**config.mk**
```make
export PLATFORM = sky130hd
export DESIGN_NAME = uart_tx_arbiter
export DESIGN_NICKNAME = d
export VERILOG_FILES = /design/src/rtl/uart_tx_arbiter.sv
export SDC_FILE = /design/constraint.sdc
export NUM_CORES = 1
export LEC_CHECK = 0
export ABC_AREA = 1
export CORE_UTILIZATION = 39
export DETAILED_ROUTE_END_ITERATION = 8
export PLACE_DENSITY = 0.62
export SYNTH_ARGS = -nofsm -noshare
export SYNTH_HDL_FRONTEND = slang
export SYNTH_SLANG_ARGS = --single-unit
```
**constraint.sdc**
```tcl
create_clock -name w_user_clk -period 3.5 [get_ports w_user_clk]
set_clock_uncertainty 0.15 [all_clocks]
set_input_delay 0.525 -clock w_user_clk [delete_from_list [all_inputs] [get_ports w_user_clk]]
set_output_delay 0.525 -clock w_user_clk [all_outputs]
set_load 0.02 [all_outputs]
```
**src/rtl/uart_tx_arbiter.sv**
```systemverilog
// uart_tx_arbiter
// Round-robin arbiter that shares one uart_drive TX channel between P_NUM
// byte-stream requesters. Ownership is granted per frame (closed by a last
// flag), capped at P_MAX_BURST bytes, and reclaimed after P_IDLE_TIMEOUT
// cycles without data from the owner. One byte hold register sits between
// the winning requester and uart_drive.
module uart_tx_arbiter #(
  parameter int P_NUM          = 3,
  parameter int P_MAX_BURST    = 64,
  parameter int P_IDLE_TIMEOUT = 1024
) (
  input  logic               w_user_clk,
  input  logic               w_user_rst,
  input  logic [P_NUM-1:0]   i_req_valid,
  input  logic [8*P_NUM-1:0] i_req_data,
  input  logic [P_NUM-1:0]   i_req_last,
  output logic [P_NUM-1:0]   o_req_ready,
  output logic [7:0]         o_tx_data,
  output logic               o_tx_valid,
  input  logic               i_tx_ready,
  output logic [P_NUM-1:0]   o_grant,
  output logic               o_busy
);

  localparam int PW = (P_NUM > 1) ? $clog2(P_NUM) : 1;
  localparam int CW = PW + 1;
  localparam int BW = (P_MAX_BURST > 0) ? $clog2(P_MAX_BURST + 1) : 1;
  localparam int TW = (P_IDLE_TIMEOUT > 0) ? $clog2(P_IDLE_TIMEOUT + 1) : 1;

  localparam logic [BW-1:0] BURST_CAP = BW'(P_MAX_BURST);
  localparam logic [TW-1:0] TMO_MAX   = TW'(P_IDLE_TIMEOUT);
  localparam logic [PW-1:0] PTR_INIT  = PW'(P_NUM - 1);

  typedef enum logic [1:0] {
    ST_IDLE,
    ST_LOCK,
    ST_DRAIN
  } state_t;

  state_t           state_reg, state_next;
  logic [PW-1:0]    ptr_reg, ptr_next;
  logic [PW-1:0]    gidx_reg, gidx_next;
  logic [P_NUM-1:0] grant_reg, grant_next;
  logic [BW-1:0]    burst_reg, burst_next;
  logic [TW-1:0]    tmo_reg, tmo_next;
  logic             hold_full_reg, hold_full_next;
  logic [7:0]       tx_data_reg, tx_data_next;

  logic [7:0]       req_byte [P_NUM];
  logic             sel_valid, sel_last;
  logic [7:0]       sel_byte;
  logic             in_lock, hold_empty, accept, tx_done, idle_tick;
  logic             cap_hit, tmo_hit;
  logic             arb_found;
  logic [PW-1:0]    arb_idx;
  logic [CW-1:0]    cand;

  // Split the flat data bus into one byte lane per requester
  generate
    for (genvar gi = 0; gi < P_NUM; gi++) begin : g_lane
      assign req_byte[gi] = i_req_data[8*gi +: 8];
    end
  endgenerate

  assign sel_valid  = i_req_valid[gidx_reg];
  assign sel_last   = i_req_last[gidx_reg];
  assign sel_byte   = req_byte[gidx_reg];
  assign in_lock    = (state_reg == ST_LOCK);
  assign hold_empty = !hold_full_reg;
  assign accept     = in_lock && hold_empty && sel_valid;
  assign tx_done    = hold_full_reg && i_tx_ready;
  assign idle_tick  = in_lock && hold_empty && !sel_valid;
  // Release on the accept that brings the burst count up to the cap
  assign cap_hit    = (P_MAX_BURST > 0) && ((burst_reg + BW'(1)) == BURST_CAP);
  // Release on the idle cycle that brings the timeout count up to its limit
  assign tmo_hit    = (P_IDLE_TIMEOUT > 0) && ((tmo_reg + TW'(1)) == TMO_MAX);

  assign o_req_ready = (in_lock && hold_empty) ? grant_reg : '0;
  assign o_grant     = grant_reg;
  assign o_busy      = (state_reg != ST_IDLE);
  assign o_tx_valid  = hold_full_reg;
  assign o_tx_data   = tx_data_reg;

  // Round-robin search: first valid requester after the last owner
  always_comb begin
    arb_found = 1'b0;
    arb_idx   = '0;
    cand      = '0;
    for (int i = 1; i <= P_NUM; i++) begin
      cand = CW'(ptr_reg) + CW'(i);
      if (cand >= CW'(P_NUM)) begin
        cand = cand - CW'(P_NUM);
      end
      if (!arb_found && i_req_valid[cand[PW-1:0]]) begin
        arb_found = 1'b1;
        arb_idx   = cand[PW-1:0];
      end
    end
  end

  // Next-state logic for the grant FSM, counters and hold register
  always_comb begin
    state_next     = state_reg;
    ptr_next       = ptr_reg;
    gidx_next      = gidx_reg;
    grant_next     = grant_reg;
    burst_next     = burst_reg;
    tmo_next       = tmo_reg;
    hold_full_next = hold_full_reg;
    tx_data_next   = tx_data_reg;

    // accept needs an empty hold and tx_done a full one, so never both
    if (accept) begin
      hold_full_next = 1'b1;
      tx_data_next   = sel_byte;
    end else if (tx_done) begin
      hold_full_next = 1'b0;
    end

    case (state_reg)
      ST_IDLE: begin
        if (arb_found) begin
          gidx_next           = arb_idx;
          grant_next          = '0;
          grant_next[arb_idx] = 1'b1;
          state_next          = ST_LOCK;
        end
      end
      ST_LOCK: begin
        if (accept) begin
          burst_next = burst_reg + BW'(1);
          tmo_next   = '0;
          if (sel_last || cap_hit) begin
            state_next = ST_DRAIN;
          end
        end else if (idle_tick) begin
          if (tmo_reg != TMO_MAX) begin
            tmo_next = tmo_reg + TW'(1);
          end
          if (tmo_hit) begin
            state_next = ST_DRAIN;
          end
        end
      end
      ST_DRAIN: begin
        // Hand back only once the owner's last byte has left the hold register
        if (!hold_full_reg) begin
          state_next = ST_IDLE;
          ptr_next   = gidx_reg;
          grant_next = '0;
          burst_next = '0;
          tmo_next   = '0;
        end
      end
      default: begin
        state_next = ST_IDLE;
      end
    endcase
  end

  // State and datapath registers; reset discards any byte in the hold register
  always_ff @(posedge w_user_clk or posedge w_user_rst) begin
    if (w_user_rst) begin
      state_reg     <= ST_IDLE;
      ptr_reg       <= PTR_INIT;
      gidx_reg      <= '0;
      grant_reg     <= '0;
      burst_reg     <= '0;
      tmo_reg       <= '0;
      hold_full_reg <= 1'b0;
      tx_data_reg   <= '0;
    end else begin
      state_reg     <= state_next;
      ptr_reg       <= ptr_next;
      gidx_reg      <= gidx_next;
      grant_reg     <= grant_next;
      burst_reg     <= burst_next;
      tmo_reg       <= tmo_next;
      hold_full_reg <= hold_full_next;
      tx_data_reg   <= tx_data_next;
    end
  end

endmodule

```
Word-level counts from Yosys, hierarchy flattened
Cells that the tools add are included.
{"block": "totals", "input_bits": 33, "word_cells": 108, "regBits": 36, "output_inout_bits": 16}
{"block": "classes", "bitwise_logic": 2, "reduce_logical": 23, "add_sub_neg": 8, "eq_ne": 12, "muxes": 45, "n_lt_le_gt_ge": 10}
{"operator": "11-bit 2-to-1 mux", "n": 4}
{"operator": "2-bit 2-to-1 mux", "n": 12}
{"operator": "11-bit one-hot mux with 2 select lines", "n": 1}
{"operator": "8-bit binary-select mux with 2-bit select", "n": 1}
{"operator": "8-bit 2-to-1 mux", "n": 2}
{"operator": "2-bit by 3-bit less-than comparator with 1-bit output, second input constant", "n": 5}
{"operator": "7-bit 2-to-1 mux", "n": 2}
{"operator": "7-bit one-hot mux with 2 select lines", "n": 1}
{"operator": "11-bit by 1-bit adder with 11-bit output, second input constant", "n": 1}
{"operator": "11-bit == test, second input constant", "n": 1}
{"operator": "1-bit 2-to-1 mux", "n": 11}
{"operator": "11-bit != test, second input constant", "n": 1}
{"operator": "1-bit binary-select mux with 2-bit select", "n": 5}
{"operator": "3-bit by 2-bit >= comparator with 1-bit output, second input constant", "n": 3}
{"operator": "3-bit 2-to-1 mux", "n": 3}
{"operator": "3-bit by 1-bit != test with 1-bit output, second input constant", "n": 3}
{"operator": "2-bit nonzero test", "n": 4}
{"operator": "7-bit by 1-bit adder with 7-bit output, second input constant", "n": 1}
{"operator": "7-bit == test, second input constant", "n": 1}
{"operator": "1-bit logical AND", "n": 7}
{"operator": "2-bit by 2-bit adder with 3-bit output, second input constant", "n": 2}
{"operator": "2-bit one-hot mux with 3 select lines", "n": 1}
{"operator": "3-bit one-hot mux with 2 select lines", "n": 1}
{"operator": "3-bit AND reduction", "n": 2}
{"operator": "other kinds (18)", "n": 25}

Depth between registers and ports, before layout
Gate-level depths: netlist of the first run.
{"block": "depth", "ltp_word": 18, "depth_mapped": 15}

Worst setup path after synthesis of the first run
OpenSTA, ideal clock, no wires.
{"block": "synth_timing", "path_type": "register -> register", "start": "register ptr_reg[1]", "end": "register state_reg[0]", "path_slack_ns": 1.412, "arrival_ns": 1.822, "setup_ns": 0.117, "path_stages_with_launch": 15, "required_ns": 3.233, "path_cell_list": "dfstp_2 > inv_1 > ha_1 > buf_2 > inv_2 > nand2_1 > and2_1 > nand2_1 > nand3_1 > nand3_1 > nand2_1 > nor2_1 > nand2_1 > nand2_1 > nand2_1"}
{"block": "synth_between", "elab_chain_len": 14, "elab_cells_between_ends": 27, "cone_classes": "6 x add/sub; 3 x order compare; 1 x eq/ne; 12 x mux; 5 x reduce/logical"}
{"element": "start: declaration", "line": "41", "text": "logic [PW-1:0] ptr_reg, ptr_next;"}
{"element": "start signal: assignment", "line": "174", "text": "ptr_reg <= ptr_next;"}
{"element": "2-bit by 1-bit adder with 3-bit output", "line": "90", "text": "cand = CW'(ptr_reg) + CW'(i);"}
{"element": "3-bit by 2-bit >= comparator with 1-bit output / 2-bit subtractor (equally long branches)", "line": "91, 92"}
{"element": "2-bit 2-to-1 mux", "line": "91", "text": "if (cand >= CW'(P_NUM)) begin"}
{"element": "1-bit binary-select mux with 2-bit select", "line": "94", "text": "if (!arb_found && i_req_valid[cand[PW-1:0]]) begin"}
{"element": "1-bit 2-to-1 mux (not written as such)", "line": "94"}
{"element": "1-bit 2-to-1 mux", "line": "94"}
{"element": "1-bit zero test", "line": "94"}
{"element": "1-bit logical AND", "line": "94"}
{"element": "1-bit 2-to-1 mux", "line": "94"}
{"element": "1-bit zero test", "line": "94"}
{"element": "1-bit logical AND", "line": "94"}
{"element": "1-bit 2-to-1 mux *", "line": "94"}
{"element": "2-bit != test (no line) *"}
{"element": "5-bit AND reduction (no line) *"}
{"element": "end signal: assignment", "line": "173", "text": "state_reg <= state_next;"}
{"element": "end: declaration", "line": "40", "text": "state_t state_reg, state_next;"}
Every way passes the cells marked *; elsewhere a longest branch is shown, timed or not. The select of a mux whose other input is x is not followed.
A chain may end at the register's enable or synchronous reset.

Worst setup path in the final report of the first run
{"block": "layout_timing", "start": "register state_reg[1]", "end": "output o_req_ready[2]"}
{"block": "layout_between", "elab_chain_len": 3}
{"element": "2-bit by 1-bit == test with 1-bit output", "line": "68", "text": "assign in_lock = (state_reg == ST_LOCK);"}
{"element": "1-bit logical AND", "line": "78", "text": "assign o_req_ready = (in_lock && hold_empty) ? grant_reg : '0;"}
{"element": "3-bit 2-to-1 mux", "line": "78"}
{"element": "end: declaration", "line": "17", "text": "output logic [P_NUM-1:0] o_req_ready,"}
No other way between the ends.

==> results.py, run 1 <==
metrics = {
    "outcome": {
        "status": "finished clean",
    },
    "route": {
        "dr.first_iter.drc_count": 89,
        "drc": 0,
        "num_vias": 2307,
        "detail_route.wl_per_cell_microns": 11.72,
        "route.antenna.remaining_nets": 0,
        "first_pass_iters": 4,
        "post_drt_via_cell_ratio": 4.806,
        "drt_wl_total_microns": 5625,
    },
    "clock_tree": {
        "htree_levels": 2,
        "clk_pin_slew_worst_paths_ns": 0.07,
        "tritoncts": "built",
        "tritoncts.num_buffers": 5,
        "postCtsSetupRepairBufs": 0,
        "cts-hold-fix-buffers": 0,
        "root_buffer": "sky130_fd_sc_hd__clkbuf_8",
        "postCtsResizedCells": 0,
        "clock_sink_count": 36,
        "cts_buffer_depth": 2,
        "clock_latency_ns": 0.29,
    },
    "worst_setup_path": {
        "worst_path_largest_cell_delay_ns": 0.61,
        "cp_cell_sequence": "inv_1, ha_1, inv_1, nor2_1, inv_1, nor2_1, clkdlybuf4s50_1",
        "worst_setup_path_type": "reg -> out",
        "cp_slowest_cell": "sky130_fd_sc_hd__clkdlybuf4s50_1",
        "worst_ep_required_time_ns": 2.82,
        "startpoint": "state_reg[1]",
        "critical_path_arrival_ns": 2.10,
        "reg2reg_start": "ptr_reg[1]",
        "worstSetupEndpointType": "output pin",
        "critPathLaunchType": "register",
        "worst_path_most_repeated_cell": "sky130_fd_sc_hd__inv_1",
        "critPathMaxFanout": 4,
    },
    "pwr": {
        "cellLeakagePower_uw": 0.001375,
        "fin_total_pwr_uw": 2260,
        "power_per_cell_area_nw_per_um2": 742.0,
        "irDropWorstVdd_v": 0.0003037,
    },
    "min_path": {
        "hp-start": "o_grant[1]",
        "hold_class": "reg -> reg",
    },
    "cells_and_area": {
        "diodes": 0,
        "layout-drive-gt1-share": 0.06173,
        "final.fill_count": 599,
        "nNetsFinal": 448,
        "largest_reg_flops": 11,
        "flow.area_growth_from_synthesis_pct": 25.08,
    },
    "sta": {
        "timing_worst_slew_pin_value_ns": 0.7081,
        "rsz_0062_raised_after_global_routing": "false",
        "hold_violations": 0,
        "min_period_ns": 2.773,
        "final-setup-viol-count": 0,
        "slew_headroom": 0.5280,
        "final.period_utilization": 0.7923,
        "drv_slew": 0,
        "tns_ns": 0,
        "timing.fmax_mhz": 360.6,
    },
    "placement": {
        "number_of_buffers_inserted_by_port_buffering": 48,
        "hpwl_microns": 4254,
        "place.gp.congestion": 0.8078,
    },
    "global_routing": {
        "global_route.usage.total": 0.1895,
        "number_of_antenna_violations_at_the_first_check_in_global_routing": 0,
        "overflow": 0,
        "first_global_vias": 2120,
        "grt_pass1_wl_microns": 9639,
        "maximum_number_of_pins_on_one_net_before_global_route_repair": 23,
    },
    "synth": {
        "post_synth_instance_area_sq_um": 2435,
        "count_leader_synth": "sky130_fd_sc_hd__nand2_1",
        "synth_simple_gate_area_share": 0.3510,
        "yosys.area_share.adder": 0.05139,
        "seq_area_frac_synth": 0.3705,
        "synth_fp_nets": 400,
        "largest_family_of_logic_cells_by_synthesized_area": "simple AND/OR/NAND/NOR gates",
        "synth_xor_xnor_area_share": 0.01079,
        "area_contributors_post_synth": "sky130_fd_sc_hd__dfrtp_1 36%, sky130_fd_sc_hd__nand2_1 14%, sky130_fd_sc_hd__nor2_1 7.9%, sky130_fd_sc_hd__nand3_1 7.2%, sky130_fd_sc_hd__o21ai_0 7.0%",
        "post_synth.cell_area_avg_sq_um": 6.820,
        "synthDistinctLibCells": 32,
        "synth_top_cell_by_area": "sky130_fd_sc_hd__dfrtp_1",
        "synth_async_sr_flop_share": 1.000,
        "synth_common_cells": "92 x sky130_fd_sc_hd__nand2_1, 51 x sky130_fd_sc_hd__nor2_1, 45 x sky130_fd_sc_hd__inv_1",
        "synth_edf_count": 0,
        "synth_compound_gate_area_share": 0.1213,
        "synthFlopType": "sky130_fd_sc_hd__dfrtp_1",
        "ys_ff_latch": 36,
        "top_area_cell_type_share_of_the_netlist_area": 0.3597,
        "synthesis.instances": 357,
        "ys_warn_count": 0,
        "post_synth_mux_area_share": 0,
    },
    "flow_run": {
        "cap_viol_max_count": 0,
    },
    "floorplan": {
        "die_w_microns": 81.02,
        "dieHeight_microns": 81.02,
        "die-area_sq_um": 6563,
        "floorplan.core_area_sq_um": 5956,
        "initial_core_util": 0.4088,
        "num_rows": 28,
        "pin_count": 49,
    },
}
per-layer routing:
| layer | share of wire | wire length (microns) | track usage | up-vias |
|---|---|---|---|---|
| li1 | - | - | - | 1233 |
| met1 | 0.49 | 2784 | 0.2570 | 1018 |
| met2 | 0.44 | 2484 | 0.3042 | 52 |
| met3 | 0.059 | 330 | 0.05169 | 4 |
| met4 | 0.0046 | 26 | 0.03214 | 0 |
| met5 | 0 | 0 | 0 | - |
path summary, 6_finish.rpt:
kind / cells after the start / endpoint / slack (ns)
min: 2 / o_grant[1] / 0.35
max: 7 / o_req_ready[2] / 0.73
min reg2reg: 2 / o_grant[1] / 0.35
min in group asynchronous: 2 / tmo_reg[9] / 0.49
max reg2reg: 13 / state_reg[1] / 1.15
max in group asynchronous: 3 / ptr_reg[1] / 1.89
worst max-delay path: cells and delay by family, from the launching register on:
| kind | cells | cell delay (ns) |
|---|---|---|
| adder cells (fa/ha/maj) | 1 | 0.15 |
| AND/OR/NAND/NOR | 2 | 0.35 |
| flip-flops | 1 | 0.40 |
| buffers and inverters | 4 | 0.92 |
stage by stage:
step	std cells	utilization	area (sq um)	worst slack (ns)	hold slack (ns)
2_1_floorplan	357	-	2435	1.412	0.3166
3_3_place_gp	473	0.4983	2968	1.076	0.3337
3_5_place_dp	473	0.4983	2968	1.021	0.3434
4_1_cts	480	0.5113	3045	0.7084	0.3596
5_1_grt	480	0.5113	3045	0.5849	0.3817
6_report	480	0.5113	3045	0.7269	0.3547
cell families (layout without fill, tap and decap cells):
| kind of cell | after synthesis | after routing |
|---|---|---|
| adder cells (fa/ha/maj) | 10 | 10 |
| AND/OR/NAND/NOR | 197 | 197 |
| buffers and inverters | 56 | 104 |
| flip-flops | 36 | 36 |
| AO/OA/AOI/OAI | 55 | 55 |
| XOR/XNOR | 3 | 3 |
placed cells by master (no fill, tap or decap), types with 4 or more instances in the layout:
cell / instances
sky130_fd_sc_hd__nand2_2: 4
sky130_fd_sc_hd__clkdlybuf4s50_1: 48
sky130_fd_sc_hd__inv_1: 45
sky130_fd_sc_hd__ha_1: 10
sky130_fd_sc_hd__nand3_1: 35
sky130_fd_sc_hd__clkbuf_8: 5
sky130_fd_sc_hd__dfrtp_1: 35
sky130_fd_sc_hd__nand2_1: 92
sky130_fd_sc_hd__o21ai_1: 6
sky130_fd_sc_hd__o21ai_0: 34
sky130_fd_sc_hd__a31oi_1: 8
sky130_fd_sc_hd__nor2_1: 51
cell type report:
cell class | count | area, sq um | area share
sequential | 36 | 902.1 | 0.2962
clock inverter | 1 | 5.005 | 0.001643
clock buffer | 6 | 72.57 | 0.02383
timing repair buffer | 49 | 488.0 | 0.1602
inverter | 48 | 182.7 | 0.05998
tap | 75 | 93.84 | 0.03081
multi-input combinational | 265 | 1301 | 0.4273
power breakdown:
group	total (uW)	switching (uW)	internal, uW	leakage, uW
sequential	705	150	555	0.000459
clock	289	153	136	0.0000410
combinational	1270	785	481	0.000874
total	2260	1090	1170	0.00137
Power figures use the tool's default switching activity.
==> run 2, diff against run 1 <==
- PLACE_DENSITY: 0.62 -> 0.65
- clock period: 3.5 -> 2.53 ns (I/O delays scaled with it)
==> results.py, run 2 (same netlist as run 1, synthesis figures left out) <==
metrics = {
    "outcome": {
        "status": "finished clean",
    },
    "clock_tree": {
        "root_buffer": "sky130_fd_sc_hd__clkbuf_8",
        "cts-hold-fix-buffers": 0,
        "clock_sink_count": 36,
        "htree_levels": 2,
        "tritoncts": "built",
        "tritoncts.num_buffers": 5,
        "postCtsSetupRepairBufs": 0,
        "clock_latency_ns": 0.29,
        "clk_pin_slew_worst_paths_ns": 0.07,
        "cts_buffer_depth": 2,
    },
    "worst_setup_path": {
        "worst_ep_required_time_ns": 2.57,
        "cp_slowest_cell": "sky130_fd_sc_hd__dfstp_2",
        "cp_cell_sequence": "inv_1, ha_2, inv_2, o21ai_0, o21ai_0, nand2_1, inv_1, nand3_1, nand2_1, nor2_1, nand2_1, nand2_1, nand2_1",
        "worstSetupEndpointType": "register",
        "critical_path_arrival_ns": 2.33,
        "critPathLaunchType": "register",
        "critPathMaxFanout": 8,
        "cell_depth_of_the_worst_flop_to_flop_path": 13,
        "ff2ff_setup_slack_ns": 0.24,
        "worst_path_largest_cell_delay_ns": 0.53,
        "worstReg2RegEnd": "state_reg[0]",
        "worst_setup_path_type": "reg -> reg",
        "reg2reg_start": "ptr_reg[1]",
        "worst_path_most_repeated_cell": "sky130_fd_sc_hd__nand2_1",
    },
    "floorplan": {
        "initial_core_util": 0.4088,
        "dieHeight_microns": 81.02,
        "num_rows": 28,
        "die-area_sq_um": 6563,
        "pin_count": 49,
        "die_w_microns": 81.02,
        "floorplan.core_area_sq_um": 5956,
    },
    "global_routing": {
        "number_of_antenna_violations_at_the_first_check_in_global_routing": 0,
        "overflow": 0,
        "grt_pass1_wl_microns": 9784,
        "global_route.usage.total": 0.1911,
        "first_global_vias": 2206,
        "maximum_number_of_pins_on_one_net_before_global_route_repair": 37,
    },
    "cells_and_area": {
        "layout_commonest_cell": "sky130_fd_sc_hd__nand2_1",
        "layout.area.seq_sq_um": 902.1,
        "fin_cells": 484,
        "nNetsFinal": 451,
        "multi_input_area_sq_um": 1304,
        "layout-drive-gt1-share": 0.07579,
        "fin_area_sq_um": 3100,
        "layout.cells.most_common_list": "92 x sky130_fd_sc_hd__nand2_1, 51 x sky130_fd_sc_hd__nor2_1, 45 x sky130_fd_sc_hd__inv_1, 45 x sky130_fd_sc_hd__clkdlybuf4s50_1",
        "largest_reg_flops": 11,
        "flow.area_growth_from_synthesis_pct": 27.34,
        "final.fill_count": 638,
        "diodes": 0,
    },
    "route": {
        "route.antenna.remaining_nets": 0,
        "detailroute.wirelength.met3_microns": 311,
        "num_vias": 2313,
        "post_drt_via_cell_ratio": 4.779,
        "drc": 0,
        "met2WireLength_microns": 2433,
        "dr.first_iter.drc_count": 89,
        "detail_route.wl_per_cell_microns": 11.40,
        "first_pass_iters": 4,
        "topRoutingLayerUsed": "met4",
        "wl_met1_microns": 2732,
        "drt_wl_total_microns": 5519,
    },
    "sta": {
        "tns_ns": 0,
        "drv_slew": 0,
        "min_period_ns": 2.290,
        "timing_worst_slew_pin_value_ns": 0.4647,
        "final.period_utilization": 0.9052,
        "timing.fmax_mhz": 436.7,
        "post-route-worst-setup-slack_ns": 0.2399,
        "rsz_0062_raised_after_global_routing": "false",
        "hold_violations": 0,
        "slew_headroom": 0.6902,
        "final-setup-viol-count": 0,
    },
    "pwr": {
        "irDropWorstVdd_v": 0.0005599,
        "cellLeakagePower_uw": 0.001416,
        "power_per_cell_area_nw_per_um2": 1056,
    },
    "placement": {
        "post_dp_cell_area_sq_um": 2990,
        "placed_cells": 476,
        "number_of_buffers_inserted_by_port_buffering": 48,
        "hpwl_microns": 4292,
        "detailedPlace.worstSlack_ns": 0.2072,
        "place.gp.congestion": 0.8171,
    },
    "flow_run": {
        "cap_viol_max_count": 0,
    },
    "min_path": {
        "hold_class": "in -> async",
    },
}
==> run 2: cell count changes in the layout (fill, tap and decap cells not counted), sizes merged <==
cell           delta
dlygate4sd2       +3
buf               +3
clkdlybuf4s50     -3
clkbuf            -1
clkinvlp          +1
bufinv            +1
==> run 2: power breakdown <==
group          internal, uW  total (uW)  switching, uW
Clock                   292         510            219
Sequential              769         929            160
Combinational           687        1830           1150
==> run 2: metrics by stage <==
stage	hold slack [ns]	power, uW	util
2_1_floorplan	0.3166	2237	-
3_3_place_gp	0.3320	2763	0.5021
3_5_place_dp	0.3399	2785	0.5021
4_1_cts	0.3569	3298	0.5202
5_1_grt	0.3832	3599	0.5206
6_report	0.3388	3273	0.5206
==> run 2: critical path: cells and delay by family (launching register included) <==
family	cells	cell delay (ns)
buf+inv	3	0.21
simple gates	7	0.69
fa+ha+maj	1	0.41
compound gates	2	0.20
flops	1	0.53
==> run 2: per-layer routing <==
layer / up-vias / GRT usage
li1: 1240 / -
met1: 1017 / 0.2474
met2: 51 / 0.3151
met3: 5 / 0.05730
met4: 0 / 0.03750
met5: - / 0
==> run 2: how the worst max path moves through the flow <==
stage          cells after the start  startpoint  slack, ns      endpoint
6_report                          13  ptr_reg[1]       0.24  state_reg[0]
5_1_grt                           13  ptr_reg[0]       0.01  state_reg[0]
4_1_cts                           13  ptr_reg[1]       0.21  state_reg[1]
3_5_place_dp                      13  ptr_reg[1]       0.21  state_reg[1]
3_3_place_gp                      13  ptr_reg[0]       0.21  state_reg[0]
2_1_floorplan                     14  ptr_reg[1]       0.44  state_reg[0]
==> run 2: repair_timing <==
item / in CTS / in global routing
setup endpoints to repair: 3 / 2
gates resized for setup: 3 / 1
cloned: 0 / 0
==> run 2: final cells by class <==
class | instances | area share
Clock inverter | 3 | 0.01372
Inverter | 48 | 0.05892
Tap cell | 75 | 0.03027
Timing Repair Buffer | 52 | 0.1634
Clock buffer | 5 | 0.02220
Sequential cell | 36 | 0.2910
Multi-Input combinational cell | 265 | 0.4205
==> run 3, diff against run 2 <==
- RECOVER_POWER: not set -> 25
==> results.py, run 3 (same netlist as run 1, synthesis figures left out) <==
metrics = {
    "global_routing": {
        "grt_pass1_wl_microns": 9784,
        "overflow": 0,
        "first_global_vias": 2206,
        "maximum_number_of_pins_on_one_net_before_global_route_repair": 37,
        "global_route.usage.total": 0.1911,
        "number_of_antenna_violations_at_the_first_check_in_global_routing": 0,
    },
    "worst_setup_path": {
        "worst_path_most_repeated_cell": "sky130_fd_sc_hd__nand2_1",
        "cp_slowest_cell": "sky130_fd_sc_hd__dfstp_2",
        "cell_depth_of_the_worst_flop_to_flop_path": 13,
        "crit_cells": 13,
        "worst_setup_path_type": "reg -> reg",
        "critical_path_arrival_ns": 2.33,
        "critPathMaxFanout": 8,
        "worst_path_largest_cell_delay_ns": 0.53,
        "worst_ep_required_time_ns": 2.57,
        "cp_num_buf_inv": 3,
        "cp_cell_sequence": "inv_1, ha_2, inv_2, o21ai_0, o21ai_0, nand2_1, inv_1, nand3_1, nand2_1, nor2_1, nand2_1, nand2_1, nand2_1",
        "worst_path_dominant_cell_family": "simple AND/OR/NAND/NOR gates",
        "critPathLaunchType": "register",
        "worstSetupEndpointType": "register",
    },
    "pwr": {
        "fin_total_pwr_uw": 3272,
        "irDropWorstVdd_v": 0.0005599,
        "share_of_total_power_consumed_by_net_switching": 0.4661,
        "cellLeakagePower_uw": 0.001415,
        "clock_network_fraction_of_design_power": 0.156,
        "power_per_cell_area_nw_per_um2": 1056,
        "sequential_share_of_power": 0.284,
        "power_frac_comb": 0.560,
        "p_sw_uw": 1525,
        "p_int_uw": 1747,
    },
    "route": {
        "route.antenna.remaining_nets": 0,
        "drc": 0,
        "num_vias": 2313,
        "first_pass_iters": 4,
        "drt_wl_total_microns": 5518,
        "post_drt_via_cell_ratio": 4.779,
        "detail_route.wl_per_cell_microns": 11.40,
        "dr.first_iter.drc_count": 89,
    },
    "placement": {
        "post_dp_cell_area_sq_um": 2990,
        "hpwl_microns": 4292,
        "number_of_buffers_inserted_by_port_buffering": 48,
        "place.gp.congestion": 0.8171,
    },
    "flow_run": {
        "cap_viol_max_count": 0,
    },
    "cells_and_area": {
        "largest_reg_flops": 11,
        "nNetsFinal": 451,
        "layout.cells.most_common_list": "92 x sky130_fd_sc_hd__nand2_1, 51 x sky130_fd_sc_hd__nor2_1, 45 x sky130_fd_sc_hd__inv_1, 44 x sky130_fd_sc_hd__clkdlybuf4s50_1",
        "layout_commonest_cell": "sky130_fd_sc_hd__nand2_1",
        "flow.area_growth_from_synthesis_pct": 27.24,
        "fin_area_sq_um": 3098,
        "layout-drive-gt1-share": 0.07579,
        "diodes": 0,
    },
    "sta": {
        "final-setup-viol-count": 0,
        "tns_ns": 0,
        "timing_worst_slew_pin_value_ns": 0.8985,
        "slew_headroom": 0.4010,
        "drv_slew": 0,
        "rsz_0062_raised_after_global_routing": "false",
        "min_period_ns": 2.290,
        "final.period_utilization": 0.9052,
        "timing.fmax_mhz": 436.7,
        "hold_violations": 0,
    },
    "clock_tree": {
        "tritoncts": "built",
        "root_buffer": "sky130_fd_sc_hd__clkbuf_8",
        "clock_sink_count": 36,
        "tritoncts.num_buffers": 5,
        "cts_buffer_depth": 2,
        "clk_pin_slew_worst_paths_ns": 0.07,
        "clock_latency_ns": 0.29,
        "htree_levels": 2,
    },
    "floorplan": {
        "die_w_microns": 81.02,
        "dieHeight_microns": 81.02,
        "pin_count": 49,
        "initial_core_util": 0.4088,
        "num_rows": 28,
        "floorplan.core_area_sq_um": 5956,
        "die-area_sq_um": 6563,
    },
    "min_path": {
        "hold_class": "reg -> reg",
        "hold_depth": 2,
    },
    "outcome": {
        "status": "finished clean",
    },
}
run 3: cell count changes in the layout (fill, tap and decap cells not counted), sizes merged:
cell,delta
clkdlybuf4s50,-1
clkbuf,+1
buf,-1
dlygate4sd3,+1
run 3: power by group through the flow:
stage	Sequential, uW	Clock [uW]	Combinational [uW]
floorplan	1010	0	1230
global placement	938	0	1830
detailed placement	936	0	1850
CTS	927	524	1850
global route	959	543	2100
finish	929	510	1830
run 3: stage by stage:
step | setup slack, ns | utilization | hold WS [ns] | instances
finish | 0.2399 | 0.5202 | 0.3461 | 484
global route | 0.01406 | 0.5202 | 0.3832 | 484
CTS | 0.2071 | 0.5202 | 0.3569 | 484
detailed placement | 0.2072 | 0.5021 | 0.3399 | 476
global placement | 0.2116 | 0.5021 | 0.3320 | 476
floorplan | 0.4418 | - | 0.3166 | 357
run 3: cell type report:
class	count	area (sq um)
Fill cell	639	2858
Inverter	48	182.7
Sequential cell	36	902.1
Clock buffer	5	68.82
Tap cell	75	93.84
Timing Repair Buffer	52	504.2
Multi-Input combinational cell	265	1304
Clock inverter	3	42.54
run 3: metal layers:
layer | up-vias | part of all wire | global-route usage
met2 | 51 | 0.44 | 0.3151
li1 | 1240 | - | -
met4 | 0 | 0.0074 | 0.03750
met1 | 1017 | 0.49 | 0.2474
met3 | 5 | 0.056 | 0.05730
met5 | - | 0 | 0
run 3: repair_timing:
action	CTS	global route
pin swaps	0	0
resized for setup	3	1
setup endpoints to repair	3	2
setup buffers	0	0
hold buffers	0	0
cloned	0	0
run 3: worst reg2reg max path: cells and delay by family, from the launching register on:
| kind | cells | cell delay (ns) |
|---|---|---|
| buf+inv | 3 | 0.21 |
| compound gates | 2 | 0.20 |
| flops | 1 | 0.53 |
| simple gates | 7 | 0.69 |
| fa+ha+maj | 1 | 0.41 |
run 3: final timing paths:
kind / slack, ns / startpoint / end
min reg2reg: 0.35 / o_grant[1] / o_grant[1]
max: 0.24 / ptr_reg[1] / state_reg[0]
max reg2reg: 0.24 / ptr_reg[1] / state_reg[0]
min in group asynchronous: 0.64 / w_user_rst / burst_reg[3]
min: 0.35 / o_grant[1] / o_grant[1]
max in group asynchronous: 1.02 / w_user_rst / burst_reg[6]
